`src/rtl/risc_v_32_i_pkg.sv`:
```
// rtl/risc_v_32_i_pkg.sv - shared ALU operation and ALU-share arbiter state types
//
// Purpose: types shared by the ALU and the blocks around it.
//   alu_select_e : ALU operation selector driven on alu_op_sel_i.
//   arb_state_e  : state encoding of the ALU share arbiter.
package risc_v_32_i_pkg;

  typedef enum logic [3:0] {
    OP_ADD     = 4'h0,
    OP_SUB     = 4'h1,
    OP_SLL     = 4'h2,
    OP_SLT     = 4'h3,
    OP_SLTU    = 4'h4,
    OP_XOR     = 4'h5,
    OP_SRL     = 4'h6,
    OP_SRA     = 4'h7,
    OP_OR      = 4'h8,
    OP_AND     = 4'h9,
    OP_UNKNOWN = 4'hF
  } alu_select_e;

  typedef enum logic [1:0] {
    ARB_IDLE = 2'd0,
    ARB_EXEC = 2'd1,
    ARB_RESP = 2'd2
  } arb_state_e;

endpackage

```
`src/rtl/rr_priority_picker.sv`:
```
// rtl/rr_priority_picker.sv - combinational round-robin first-set-bit picker
//
// Purpose: picks the first set bit of req searching upward from rr_ptr,
// wrapping from NUM_REQ-1 back to 0.
// Ports:
//   req       in   NUM_REQ  request vector
//   rr_ptr    in   IDX_W    index with highest priority this cycle
//   grant     out  NUM_REQ  one-hot grant (zero when no request)
//   grant_idx out  IDX_W    index of the granted bit (0 when no request)
//   any_req   out  1        at least one request present
module rr_priority_picker #(
  parameter int NUM_REQ = 4,
  parameter int IDX_W   = (NUM_REQ > 1) ? $clog2(NUM_REQ) : 1
) (
  input  logic [NUM_REQ-1:0] req,
  input  logic [IDX_W-1:0]   rr_ptr,
  output logic [NUM_REQ-1:0] grant,
  output logic [IDX_W-1:0]   grant_idx,
  output logic               any_req
);

  logic [IDX_W:0]   sum;
  logic [IDX_W-1:0] idx;

  always_comb begin
    grant     = '0;
    grant_idx = '0;
    any_req   = 1'b0;
    sum       = '0;
    idx       = '0;
    for (int k = 0; k < NUM_REQ; k++) begin
      // One extra bit of headroom so rr_ptr + k cannot overflow before the
      // modulo-NUM_REQ wrap, which also covers non-power-of-two counts.
      sum = {1'b0, rr_ptr} + (IDX_W+1)'(k);
      if (sum >= (IDX_W+1)'(NUM_REQ)) begin
        sum = sum - (IDX_W+1)'(NUM_REQ);
      end
      idx = sum[IDX_W-1:0];
      if (!any_req && req[idx]) begin
        any_req    = 1'b1;
        grant[idx] = 1'b1;
        grant_idx  = idx;
      end
    end
  end

endmodule

```
`src/rtl/alu_share_arbiter.sv`:
```
// rtl/alu_share_arbiter.sv - round-robin time-sharing of one ALU among NUM_REQ requesters
//
// Purpose: accepts one request at a time (round robin), registers its operands
// into the ALU, registers the ALU result and returns it to the owner.
// Ports:
//   clk_i, rst_ni              clock, async active-low reset
//   req_valid_i / req_ready_o  per-requester request handshake
//   req_a_i, req_b_i, req_op_i per-requester operands and operation
//   rsp_valid_o / rsp_ready_i  per-requester response handshake
//   rsp_data_o                 registered result shared by all requesters
//   alu_port_a_o/_b_o/op_sel_o to the ALU inputs (registered operands)
//   alu_result_i               from the ALU output
//   busy_o, grant_id_o         activity and current owner index
//   op_count_o                 saturating count of completed operations
module alu_share_arbiter
  import risc_v_32_i_pkg::*;
#(
  parameter int XLEN    = 32,
  parameter int NUM_REQ = 4,
  parameter int CNT_W   = 16,
  parameter int IDX_W   = (NUM_REQ > 1) ? $clog2(NUM_REQ) : 1
) (
  input  logic                clk_i,
  input  logic                rst_ni,
  input  logic [NUM_REQ-1:0]  req_valid_i,
  output logic [NUM_REQ-1:0]  req_ready_o,
  input  logic [XLEN-1:0]     req_a_i [NUM_REQ],
  input  logic [XLEN-1:0]     req_b_i [NUM_REQ],
  input  alu_select_e         req_op_i [NUM_REQ],
  output logic [NUM_REQ-1:0]  rsp_valid_o,
  input  logic [NUM_REQ-1:0]  rsp_ready_i,
  output logic [XLEN-1:0]     rsp_data_o,
  output logic [XLEN-1:0]     alu_port_a_o,
  output logic [XLEN-1:0]     alu_port_b_o,
  output alu_select_e         alu_op_sel_o,
  input  logic [XLEN-1:0]     alu_result_i,
  output logic                busy_o,
  output logic [IDX_W-1:0]    grant_id_o,
  output logic [CNT_W-1:0]    op_count_o
);

  arb_state_e       state_q, state_d;
  logic [IDX_W-1:0] rr_ptr_q;
  logic [IDX_W-1:0] grant_id_q;
  logic [XLEN-1:0]  a_q, b_q, result_q;
  alu_select_e      op_q;
  logic [CNT_W-1:0] cnt_q;

  logic [NUM_REQ-1:0] pick_grant;
  logic [IDX_W-1:0]   pick_idx;
  logic               pick_any;
  logic               accept;
  logic               rsp_done;

  rr_priority_picker #(
    .NUM_REQ (NUM_REQ),
    .IDX_W   (IDX_W)
  ) u_picker (
    .req       (req_valid_i),
    .rr_ptr    (rr_ptr_q),
    .grant     (pick_grant),
    .grant_idx (pick_idx),
    .any_req   (pick_any)
  );

  always_comb begin
    state_d     = state_q;
    req_ready_o = '0;
    rsp_valid_o = '0;
    accept      = 1'b0;
    rsp_done    = 1'b0;
    case (state_q)
      ARB_IDLE: begin
        if (pick_any) begin
          req_ready_o = pick_grant;
          accept      = 1'b1;
          state_d     = ARB_EXEC;
        end
      end
      ARB_EXEC: begin
        state_d = ARB_RESP;
      end
      ARB_RESP: begin
        rsp_valid_o[grant_id_q] = 1'b1;
        // Only the owner's ready bit can complete the response.
        if (rsp_ready_i[grant_id_q]) begin
          rsp_done = 1'b1;
          state_d  = ARB_IDLE;
        end
      end
      default: begin
        state_d = ARB_IDLE;
      end
    endcase
  end

  always_ff @(posedge clk_i or negedge rst_ni) begin
    if (!rst_ni) begin
      state_q    <= ARB_IDLE;
      rr_ptr_q   <= '0;
      grant_id_q <= '0;
      a_q        <= '0;
      b_q        <= '0;
      op_q       <= OP_UNKNOWN;
      result_q   <= '0;
      cnt_q      <= '0;
    end else begin
      state_q <= state_d;
      if (accept) begin
        a_q        <= req_a_i[pick_idx];
        b_q        <= req_b_i[pick_idx];
        op_q       <= req_op_i[pick_idx];
        grant_id_q <= pick_idx;
      end
      if (state_q == ARB_EXEC) begin
        result_q <= alu_result_i;
      end
      if (rsp_done) begin
        // Priority moves to the requester after the one just served.
        rr_ptr_q <= (grant_id_q == IDX_W'(NUM_REQ-1)) ? '0 : grant_id_q + 1'b1;
        if (cnt_q != {CNT_W{1'b1}}) begin
          cnt_q <= cnt_q + 1'b1;
        end
      end
    end
  end

  assign alu_port_a_o = a_q;
  assign alu_port_b_o = b_q;
  assign alu_op_sel_o = op_q;
  assign rsp_data_o   = result_q;
  assign busy_o       = (state_q != ARB_IDLE);
  assign grant_id_o   = grant_id_q;
  assign op_count_o   = cnt_q;

endmodule
```
`config.mk`:
```
export PLATFORM = sky130hd
export DESIGN_NAME = alu_share_arbiter
export DESIGN_NICKNAME = d
export VERILOG_FILES = /design/src/rtl/risc_v_32_i_pkg.sv /design/src/rtl/rr_priority_picker.sv /design/src/rtl/alu_share_arbiter.sv
export SDC_FILE = /design/constraint.sdc
export NUM_CORES = 1
export LEC_CHECK = 0
export ABC_AREA = 0
export CAP_MARGIN = 20
export CORE_AREA = 8 8 163 165
export DETAILED_ROUTE_END_ITERATION = 7
export DIE_AREA = 0 0 171 173
export PLACE_DENSITY = 0.66
export SLEW_MARGIN = 30
export SYNTH_ARGS = -nofsm -noshare
export SYNTH_HDL_FRONTEND = slang
export SYNTH_SLANG_ARGS = --single-unit
```
`constraint.sdc`:
```
create_clock -name clk_i -period 3.6 [get_ports clk_i]
set_input_delay 0.9 -clock clk_i [delete_from_list [all_inputs] [get_ports clk_i]]
set_output_delay 0.9 -clock clk_i [all_outputs]
set_load 0.005 [all_outputs]
```
==> metrics, run 1 <==
starting density of the core 29.0%; area of the die 29600 sq um; largest net degree at the start of global routing 51; CTS Buf Count 17; Die Wd 171 um; Crit Path Category in2out; initial DRC count 292; post-layout util 52.6%; pre-CTS setup slack -0.271 ns; Inserted Diodes 0; Final #Nets 1384; GP Congestion 0.887; Avg Inst Size Synth 11.6 sq um; total number of vias 6768; Mapped Nets 928; Peak VDD IR 367 uV; asr flop ratio synth 100%; DR WL/cell 21.7 um; worst skew pair latency 0.41 ns; Final Skew 0.0126 ns; GRT Overall Usage 20.0%; Max Slew Vio Count 0; measured slew at the worst slew-check pin 0.707 ns; Hold Fails Final Rpt 0; Clk pin slew, worst setup/hold paths 0.06 ns; synthesized area 6950 sq um; row count 57; I/O pin total 441; run status complete, no violations; Worst EP required 2.70 ns; Sink Count 122; FMAX 284 MHz; endpoint class of the critical path primary output; vias in the first global route 7476; power per cell area 817 nW/um^2; dpl hpwl 23900 um; Via density 4.86; CTS Root Cell clkbuf_16; Port Buf Inserts 440; Hold Path Class reg2reg; TritonCTS clock tree done; fin crit share 97.9%; post-synthesis register bit count 122; Die Ht 173 um; Filler cells 2198; sequential-to-total area share from yosys stat 44.0%; first-pass GRT wire length 45500 um; Post-Syn Instances 601; worst path arrival time 2.62 ns; Ys Warns 0; Initial DRT Pass Iterations 5; Final Critical Period 3.52 ns; Max-Cap Viols 0; initial antenna violation count 0; final setup margin 0.0771 ns; most frequently used flop master after synthesis dfrtp_1; Crit Path Max Fanout 4; grt total ovfl 0; DRC viols 0; final setup vio count 0; unrepaired setup endpoints after global routing false; EDFF count, synth 0; clock buffer depth 2; Worst slew margin 52.9%; core area 24000 sq um; Setup crit start kind input port; Post-DRT Antenna Nets 0; area of the multi-input gates 3690 sq um; Post-CTS Hold Buffers 0; Hold Slack 0.485 ns; Unique masters post-synth 45; register area 3060 sq um; share of cells above drive strength 1 14.3%; H-tree lvl count 4; final wirelength 30300 um; Static Leak 5.57 nW; synthesis-to-finish area growth 81.5%; Tot Pwr 0.0103 W
==> critical path: stages <==
cell and delay [ns]:
dlygate4sd2_1 0.26, mux4_2 0.51, buf_4 0.18, nor2b_4 0.15
buf_4 0.14, a22oi_1 0.06, nor2_1 0.13, a221oi_2 0.05
nor2_1 0.11, clkbuf_2 0.13
==> synth_stat cells (2+ instances only) <==
cell | number | area share, %
dfrtp_1 | 118 | 43
ha_1 | 13 | 2.3
o21ai_0 | 4 | 0.29
buf_4 | 3 | 0.32
nor2_1 | 14 | 0.76
nand2_1 | 81 | 4.4
mux4_2 | 4 | 1.3
and2_1 | 4 | 0.36
and4_1 | 2 | 0.25
xnor2_1 | 14 | 1.8
nand3_1 | 5 | 0.36
o221ai_1 | 48 | 6.1
mux2_2 | 33 | 5.3
nand4_1 | 8 | 0.72
a221oi_1 | 4 | 0.50
o221ai_2 | 20 | 4.3
dfstp_2 | 4 | 1.5
o21ai_1 | 5 | 0.36
mux2i_1 | 140 | 20
a22oi_1 | 4 | 0.43
nor2b_1 | 3 | 0.27
buf_1 | 2 | 0.11
a211oi_1 | 2 | 0.22
buf_2 | 19 | 1.4
inv_1 | 9 | 0.49
clkbuf_1 | 16 | 0.86
buf_6 | 4 | 0.65
==> layer usage <==
layer  vias to the layer above  track usage (%)  share of wire, %
li1                       3163                -                 -
met1                      3267             22.1                38
met2                       307             34.6                50
met3                        31             8.24                11
met4                         0             5.62               1.7
met5                         -                0                 0
==> placed cells by master (no fill, tap or decap), types with 2 or more instances in the layout <==
master           Yosys  routed
dfrtp_1            118     118
dlygate4sd2_1        0       7
inv_6                0       3
nand3_1              5       5
inv_1                9       7
a221oi_2             0       4
o221ai_1            48      48
nand2_1             81      79
buf_12               0      12
o21ai_0              4       4
a22oi_1              4       3
o221ai_2            20      20
clkinv_4             0       5
clkinv_2             0       2
and4_1               2       2
mux2_2              33      33
nor2_1              14      14
buf_4                3      31
nand4_1              8       8
mux2i_1            140     140
inv_2                0       2
o21ai_1              5       4
clkdlybuf4s50_1      0     431
xnor2_1             14      14
clkinvlp_4           0       3
dfstp_2              4       4
clkbuf_16            0      17
a211oi_1             2       2
ha_1                13      12
nor2b_1              3       3
mux4_2               4       4
and2_1               4       4
==> state kept, by name, indices dropped and copies added, names as in the netlist <==
register / flops
rr_ptr_q: 2
state_q: 2
op_count_o: 16
alu_port_b_o: 32
grant_id_o: 2
rsp_data_o: 32
alu_port_a_o: 32
alu_op_sel_o: 4
==> metrics by stage <==
stage / std cells / TNS, ns / cell area (sq um)
4_1_cts: 1394 / 0 / 12600
2_1_floorplan: 601 / 0 / 6950
6_report: 1394 / 0 / 12600
5_1_grt: 1394 / 0 / 12600
3_5_place_dp: 1358 / -1.05 / 12000
3_3_place_gp: 1358 / -0.910 / 12000
==> path summary, 6_finish.rpt <==
| check | depth (start not counted) | slack [ns] | endpoint | startpoint |
|---|---|---|---|---|
| min reg2reg | 2 | 0.49 | alu_port_b_o[14] | alu_port_b_o[14] |
| max reg2reg | 12 | 0.69 | alu_port_b_o[27] | rr_ptr_q[0] |
| max in group asynchronous | 2 | 2.20 | alu_op_sel_o[3] | rst_ni |
| max | 10 | 0.08 | req_ready_o[2] | req_valid_i[2] |
| min | 2 | 0.49 | alu_port_b_o[14] | alu_port_b_o[14] |
| min in group asynchronous | 1 | 0.51 | rsp_data_o[0] | rst_ni |
==> where the power goes <==
group,internal [W],switching (W)
logic,0.00340,0.00281
registers,0.00204,0.000378
clock network,0.000963,0.000706
==> layout make-up <==
| type | instances | area share (%) |
|---|---|---|
| multi-input cells | 425 | 29.2 |
| flip-flops and latches | 122 | 24.3 |
| clock buffers | 17 | 3.37 |
| clock inverters | 15 | 1.14 |
| inverters | 9 | 0.268 |
| well taps | 324 | 3.22 |
| repair buffers | 482 | 38.5 |
==> what timing repair did <==
action / in CTS / in global routing
endpoints found under the hold margin: 0 / 0
gates resized for setup: 13 / 7
pin swaps: 3 / 1
endpoints found under the setup margin: 4 / 4
buffers inserted: 4 / 0
==> logic make-up (layout without fill, tap and decap cells) <==
group           count (synthesis)  count (layout)  synth area share, %
fa+ha+maj                      13              13                 2.34
mux                           177             177                 26.8
xor+xnor                       15              15                 1.89
simple gates                  129             129                 8.43
flops                         122             122                 44.0
buf+inv                        54             523                 3.87
compound gates                 91              91                 12.6
(Power assumes the default switching activity.)
==> run 2: changes to the inputs <==
--- a/config.mk
+++ b/config.mk
@@ -7,10 +7,10 @@
 export LEC_CHECK = 0
 export ABC_AREA = 0
 export CAP_MARGIN = 20
-export CORE_AREA = 8 8 163 165
+export CORE_AREA = 8 8 166 168
 export DETAILED_ROUTE_END_ITERATION = 7
-export DIE_AREA = 0 0 171 173
-export PLACE_DENSITY = 0.66
+export DIE_AREA = 0 0 174 176
+export PLACE_DENSITY = 0.67
 export SLEW_MARGIN = 30
 export SYNTH_ARGS = -nofsm -noshare
 export SYNTH_HDL_FRONTEND = slang
==> constraint.sdc (replaced) <==
create_clock -name clk_i -period 3 [get_ports clk_i]
set_input_delay 0.75 -clock clk_i [delete_from_list [all_inputs] [get_ports clk_i]]
set_output_delay 0.75 -clock clk_i [all_outputs]
set_load 0.005 [all_outputs]
==> run 2 against run 1 <==
The flow now finishes with violations (setup timing). Utilization shrank 1.3 points. Non-clock buffer count increased by 10. Sequential share of layout area down 0.24 points. Sequential power increased by 19%. Via count down 0.50%. Routed wire length fell by 1.5%. Critical path type is now reg2out. Global-route usage is 1.3 points lower. Critical path depth is 1 lower.
==> metrics, run 2 (synthesized netlist as in run 1, its figures left out) <==
run status finished, violations left; violated checks setup timing; Crit Path Category reg2out; initial antenna violation count 0 (unchanged); DR WL/cell 21.1 um (-2.7%); measured slew at the worst slew-check pin 0.589 ns (-0.117 ns); commonest non-fill, non-tap cell in the layout clkdlybuf4s50_1; most frequent cells in the layout clkdlybuf4s50_1, mux2i_1, dfrtp_1; FMAX 310 MHz; Via density 4.77 (-1.7%); power per cell area 989 nW/um^2 (+21%); Slowest-stage cell, CP mux4_2; dpl hpwl 23200 um (-2.8%); Die Wd 174 um (+1.8%); Hold Fails Final Rpt 0 (unchanged); largest net degree at the start of global routing 55 (+7.8%); Static Leak 5.62 nW (+0.92%); CTS Root Cell clkbuf_16; Hold Slack 0.287 ns (-0.199 ns); Crit Path Max Fanout 3 (-1); final wirelength 29800 um (-1.5%); synthesis-to-finish area growth 83.3%; worst skew pair latency 0.42 ns (about the same); Final Skew 0.0157 ns (+0.00312 ns); Die Ht 176 um (+1.7%); CTS Buf Count 17 (unchanged); row count 58 (+1.8%); starting density of the core 28.0% (-1.0 points); area of the die 30600 sq um (+3.5%); Worst EP required 2.25 ns (-0.45 ns); endpoint class of the critical path primary output; unrepaired setup endpoints after global routing true; total negative slack -0.843 ns (-0.843 ns); Max stage delay on crit path 0.57 ns (+0.06 ns); critical-path cell list inv_2 > ha_4 > mux4_2 > buf_6 > a22oi_2 > nor2_1 > a221oi_2 > nor2_1 > buf_2; cell area after layout 12700 sq um (+0.98%); Peak VDD IR 423 uV (+15%); Clk pin slew, worst setup/hold paths 0.07 ns (about the same); pre-CTS setup slack -0.626 ns (-0.355 ns); TritonCTS clock tree done; placed inst area 12100 sq um (+0.87%); initial DRC count 262 (-10%); clock buffer depth 2 (unchanged); Filler cells 2259 (+2.8%); total number of vias 6734 (-0.50%); share of cells above drive strength 1 15.6% (+1.3 points); vias in the first global route 7525 (+0.66%); Sink Count 122 (unchanged); cell mode on critical path nor2_1; Max-Cap Viols 0 (unchanged); final setup vio count 4 (+4); Worst slew margin 60.7% (+7.8 points); Final Critical Period 3.22 ns; core area 24800 sq um (+3.6%); Initial DRT Pass Iterations 4 (-1); fin crit share 107%; grt total ovfl 0 (unchanged); Port Buf Inserts 440 (unchanged); Max Slew Vio Count 0 (unchanged); Setup crit start kind flop; first-pass GRT wire length 45000 um (-1.1%); Post-DRT Antenna Nets 0 (unchanged); GRT Overall Usage 18.7% (-1.3 points); final setup margin -0.223 ns (-0.300 ns); Final #Nets 1394 (+0.72%); GP Congestion 0.800 (-9.8%); worst path arrival time 2.47 ns (-0.15 ns); I/O pin total 441 (unchanged); H-tree lvl count 4 (unchanged); Hold Path Class in2async; DRC viols 0 (unchanged)
==> run 2: critical path: cells and delay by family (launching register included) <==
family,cells,cell delay [ns]
AO/OA/AOI/OAI,2,0.34
adder cells (fa/ha/maj),1,0.27
buffers and inverters,3,0.35
flip-flops,1,0.37
multiplexers,1,0.57
AND/OR/NAND/NOR,2,0.15
==> run 2: worst paths after layout <==
| path | startpoint | end | slack [ns] | depth (start not counted) |
|---|---|---|---|---|
| min in group clk_i | alu_port_b_o[27] | alu_port_b_o[27] | 0.48 | 2 |
| max in group asynchronous | rst_ni | alu_op_sel_o[3] | 1.94 | 2 |
| worst min register to register | alu_port_b_o[27] | alu_port_b_o[27] | 0.48 | 2 |
| worst min-delay path | rst_ni | op_count_o[7] | 0.29 | 1 |
| worst max-delay path | rr_ptr_q[0] | req_ready_o[3] | -0.22 | 9 |
| worst max register to register | rr_ptr_q[0] | alu_port_b_o[8] | 0.37 | 12 |
==> run 2: layer usage <==
metal / track usage (%) / vias to the layer above / wire, um / share of wire, %
met5: 0 / - / 0 / 0
met4: 5.66 / 0 / 571 / 1.9
met3: 6.60 / 30 / 2380 / 8.0
met2: 33.0 / 276 / 14900 / 50
met1: 21.0 / 3238 / 12000 / 40
li1: - / 3190 / - / -
==> run 2: layout make-up <==
cell class | instances | area, sq um | area share, %
clock buffer | 18 | 439 | 3.45
inverter | 9 | 33.8 | 0.265
clock inverter | 14 | 135 | 1.06
multi-input combinational | 425 | 3700 | 29.1
sequential | 122 | 3060 | 24.0
timing repair buffer | 492 | 4940 | 38.8
antenna | 1 | 2.50 | 0.0197
tap | 330 | 413 | 3.24
==> run 2: power breakdown <==
group / internal, W / switching [W]
registers: 0.00245 / 0.000433
logic: 0.00425 / 0.00342
clock network: 0.00118 / 0.000855
total: 0.00788 / 0.00471
==> run 2: through the flow <==
| step | power, W | util, % | instances |
|---|---|---|---|
| after CTS | 0.0128 | 51.2 | 1409 |
| after floorplan | 0.00682 | - | 601 |
| after detailed placement | 0.0105 | 48.7 | 1373 |
| after global placement | 0.0104 | 48.7 | 1373 |
| final | 0.0126 | 51.3 | 1411 |
| after global routing | 0.0134 | 51.3 | 1410 |
==> run 2: repair_timing <==
action / CTS / global route
gates resized for setup: 31 / 3
endpoints found under the setup margin: 5 / 4
gates cloned: 0 / 0
setup buffers: 4 / 1
pin swaps: 8 / 6
hold buffers: 0 / 0
==> run 3: changes to the inputs <==
--- a/config.mk
+++ b/config.mk
@@ -10,8 +10,10 @@
 export CORE_AREA = 8 8 166 168
 export DETAILED_ROUTE_END_ITERATION = 7
 export DIE_AREA = 0 0 174 176
+export MAX_ROUTING_LAYER = met4
 export PLACE_DENSITY = 0.67
 export SLEW_MARGIN = 30
 export SYNTH_ARGS = -nofsm -noshare
 export SYNTH_HDL_FRONTEND = slang
 export SYNTH_SLANG_ARGS = --single-unit
+export TNS_END_PERCENT = 20
==> run 3 against run 2 <==
The run still ends with setup timing left. Clock skew shrank 0.0046 ns. Global-route usage is 0.59 points higher. Sequential cell count did not move. Critical path depth did not move. Final cell count stayed put. Via count up 0.42%.
==> metrics, run 3 (synthesized netlist as in run 1, its figures left out) <==
final wirelength 29900 um (+0.22%); run status finished, violations left; Crit Path Category reg2out; GR Layer Usage met1 21.7% (+0.64 points); TritonCTS clock tree done; worst skew pair latency 0.41 ns (about the same); largest net degree at the start of global routing 55 (unchanged); Worst Reg-to-Reg Cells 10 (-2); Sink Count 122 (unchanged); Static Leak 5.62 nW (about the same); unrepaired setup endpoints after global routing true; Port Buf Inserts 440 (unchanged); I/O pin total 441 (unchanged); Hold Fails Final Rpt 0 (unchanged); pre-CTS setup slack -0.626 ns (unchanged); met3 Usage GRT 5.77% (-0.83 points); share of cells above drive strength 1 15.6% (unchanged); vias in the first global route 7556 (+0.41%); DR WL/cell 21.2 um (+0.22%); Inst Count DP 1373 (unchanged); final setup margin -0.213 ns (+0.0105 ns); grt total ovfl 0 (unchanged); most used routing layer met2; endpoint class of the critical path primary output; synthesis-to-finish area growth 83.3% (unchanged); r2r setup slk 0.38 ns (about the same); Layout Cells excl Fill 1411 (unchanged); most frequent cells in the layout clkdlybuf4s50_1, mux2i_1, dfrtp_1; Tot Pwr 0.0126 W (about the same); placed inst area 12100 sq um (unchanged); fin crit share 107% (-0.35 points); Via density 4.79 (+0.42%); H-tree lvl count 4 (unchanged); FMAX 311 MHz (+0.33%); Final Skew 0.0111 ns (-0.00461 ns); initial DRC count 278 (+6.1%); DRC viols 0 (unchanged); worst path arrival time 2.46 ns (about the same); Clk pin slew, worst setup/hold paths 0.07 ns (about the same); starting density of the core 28.0% (unchanged); GRT Overall Usage 19.3% (+0.59 points); GP Congestion 0.810 (+1.3%); Die Wd 174 um (unchanged); CTS Buf Count 17 (unchanged); Peak VDD IR 423 uV (about the same); Die Ht 176 um (unchanged); Post-CTS Hold Buffers 0 (unchanged); dpl hpwl 23200 um (unchanged); Max-Cap Viols 0 (unchanged); Initial DRT Pass Iterations 5 (+1); Worst slew margin 60.3% (-0.45 points); initial antenna violation count 0 (unchanged); Worst EP required 2.25 ns (about the same); Hold Path Class in2async; Final #Nets 1394 (unchanged); Crit Path Max Fanout 3 (unchanged); clock buffer depth 2 (unchanged); Max Slew Vio Count 0 (unchanged); area of the die 30600 sq um (unchanged); total number of vias 6762 (+0.42%); first-pass GRT wire length 44900 um (-0.22%); grt met2 use 32.8% (-0.18 points); core area 24800 sq um (unchanged); Post-DRT Antenna Nets 0 (unchanged); Setup crit start kind flop; cell area after layout 12700 sq um (unchanged); commonest non-fill, non-tap cell in the layout clkdlybuf4s50_1; Final Critical Period 3.21 ns (-0.0105 ns); violated checks setup timing; power per cell area 989 nW/um^2 (about the same); measured slew at the worst slew-check pin 0.596 ns (+0.00674 ns); final setup vio count 4 (unchanged); row count 58 (unchanged); CTS Root Cell clkbuf_16; post-layout util 51.3% (unchanged); Worst R2R End alu_port_a_o[1]; launch point of the worst reg-to-reg path rr_ptr_q[0]
run 3: what timing repair did:
action	4_1_cts	5_1_grt
setup endpoints to repair	5	4
pin swaps	8	3
buffers inserted	4	1
resized for setup	31	3
run 3: worst max path at each step:
stage / start / end / slack (ns)
floorplan: rr_ptr_q[0] / req_ready_o[0] / 0.05
global placement: req_valid_i[1] / req_ready_o[2] / -0.55
detailed placement: req_valid_i[1] / req_ready_o[2] / -0.63
CTS: rr_ptr_q[0] / req_ready_o[0] / -0.27
global route: rr_ptr_q[0] / req_ready_o[3] / -0.32
finish: rr_ptr_q[0] / req_ready_o[1] / -0.21
run 3: per-stage QoR:
| stage | setup TNS (ns) | hold slack, ns |
|---|---|---|
| after floorplan | 0 | 0.454 |
| final | -0.819 | 0.300 |
| after detailed placement | -24.04 | 0.469 |
| after global placement | -18.12 | 0.465 |
| after CTS | -0.932 | 0.303 |
| after global routing | -1.25 | 0.328 |
run 3: layout make-up:
type | count | area (sq um)
inverter | 9 | 33.8
multi-input combinational | 425 | 3700
clock inverter | 14 | 135
antenna | 1 | 2.50
sequential | 122 | 3060
timing repair buffer | 492 | 4940
fill | 2259 | 12100
tap | 330 | 413
clock buffer | 18 | 439
run 3: critical path, cell delays in order (launching register included):
cell and delay, ns:
dfrtp_1 0.38, inv_2 0.06, ha_4 0.27, mux4_2 0.57, buf_6 0.16, a22oi_2 0.19, nor2_1 0.07, a221oi_2 0.17
nor2_1 0.06, buf_2 0.13
run 3: report_power, final:
group / leakage (nW) / total [W] / internal, W / switching, W
sequential: 1.49 / 0.00289 / 0.00245 / 0.000435
clock: 0.271 / 0.00203 / 0.00118 / 0.000853
combinational: 3.86 / 0.00767 / 0.00425 / 0.00342
run 3: layer usage:
metal  part of all wire, %  wire (um)  up-vias
li1                      -          -     3189
met1                    41      12200     3256
met2                    50      14900      284
met3                   7.2       2150       33
met4                   2.0        612        0
met5                     0          0        -
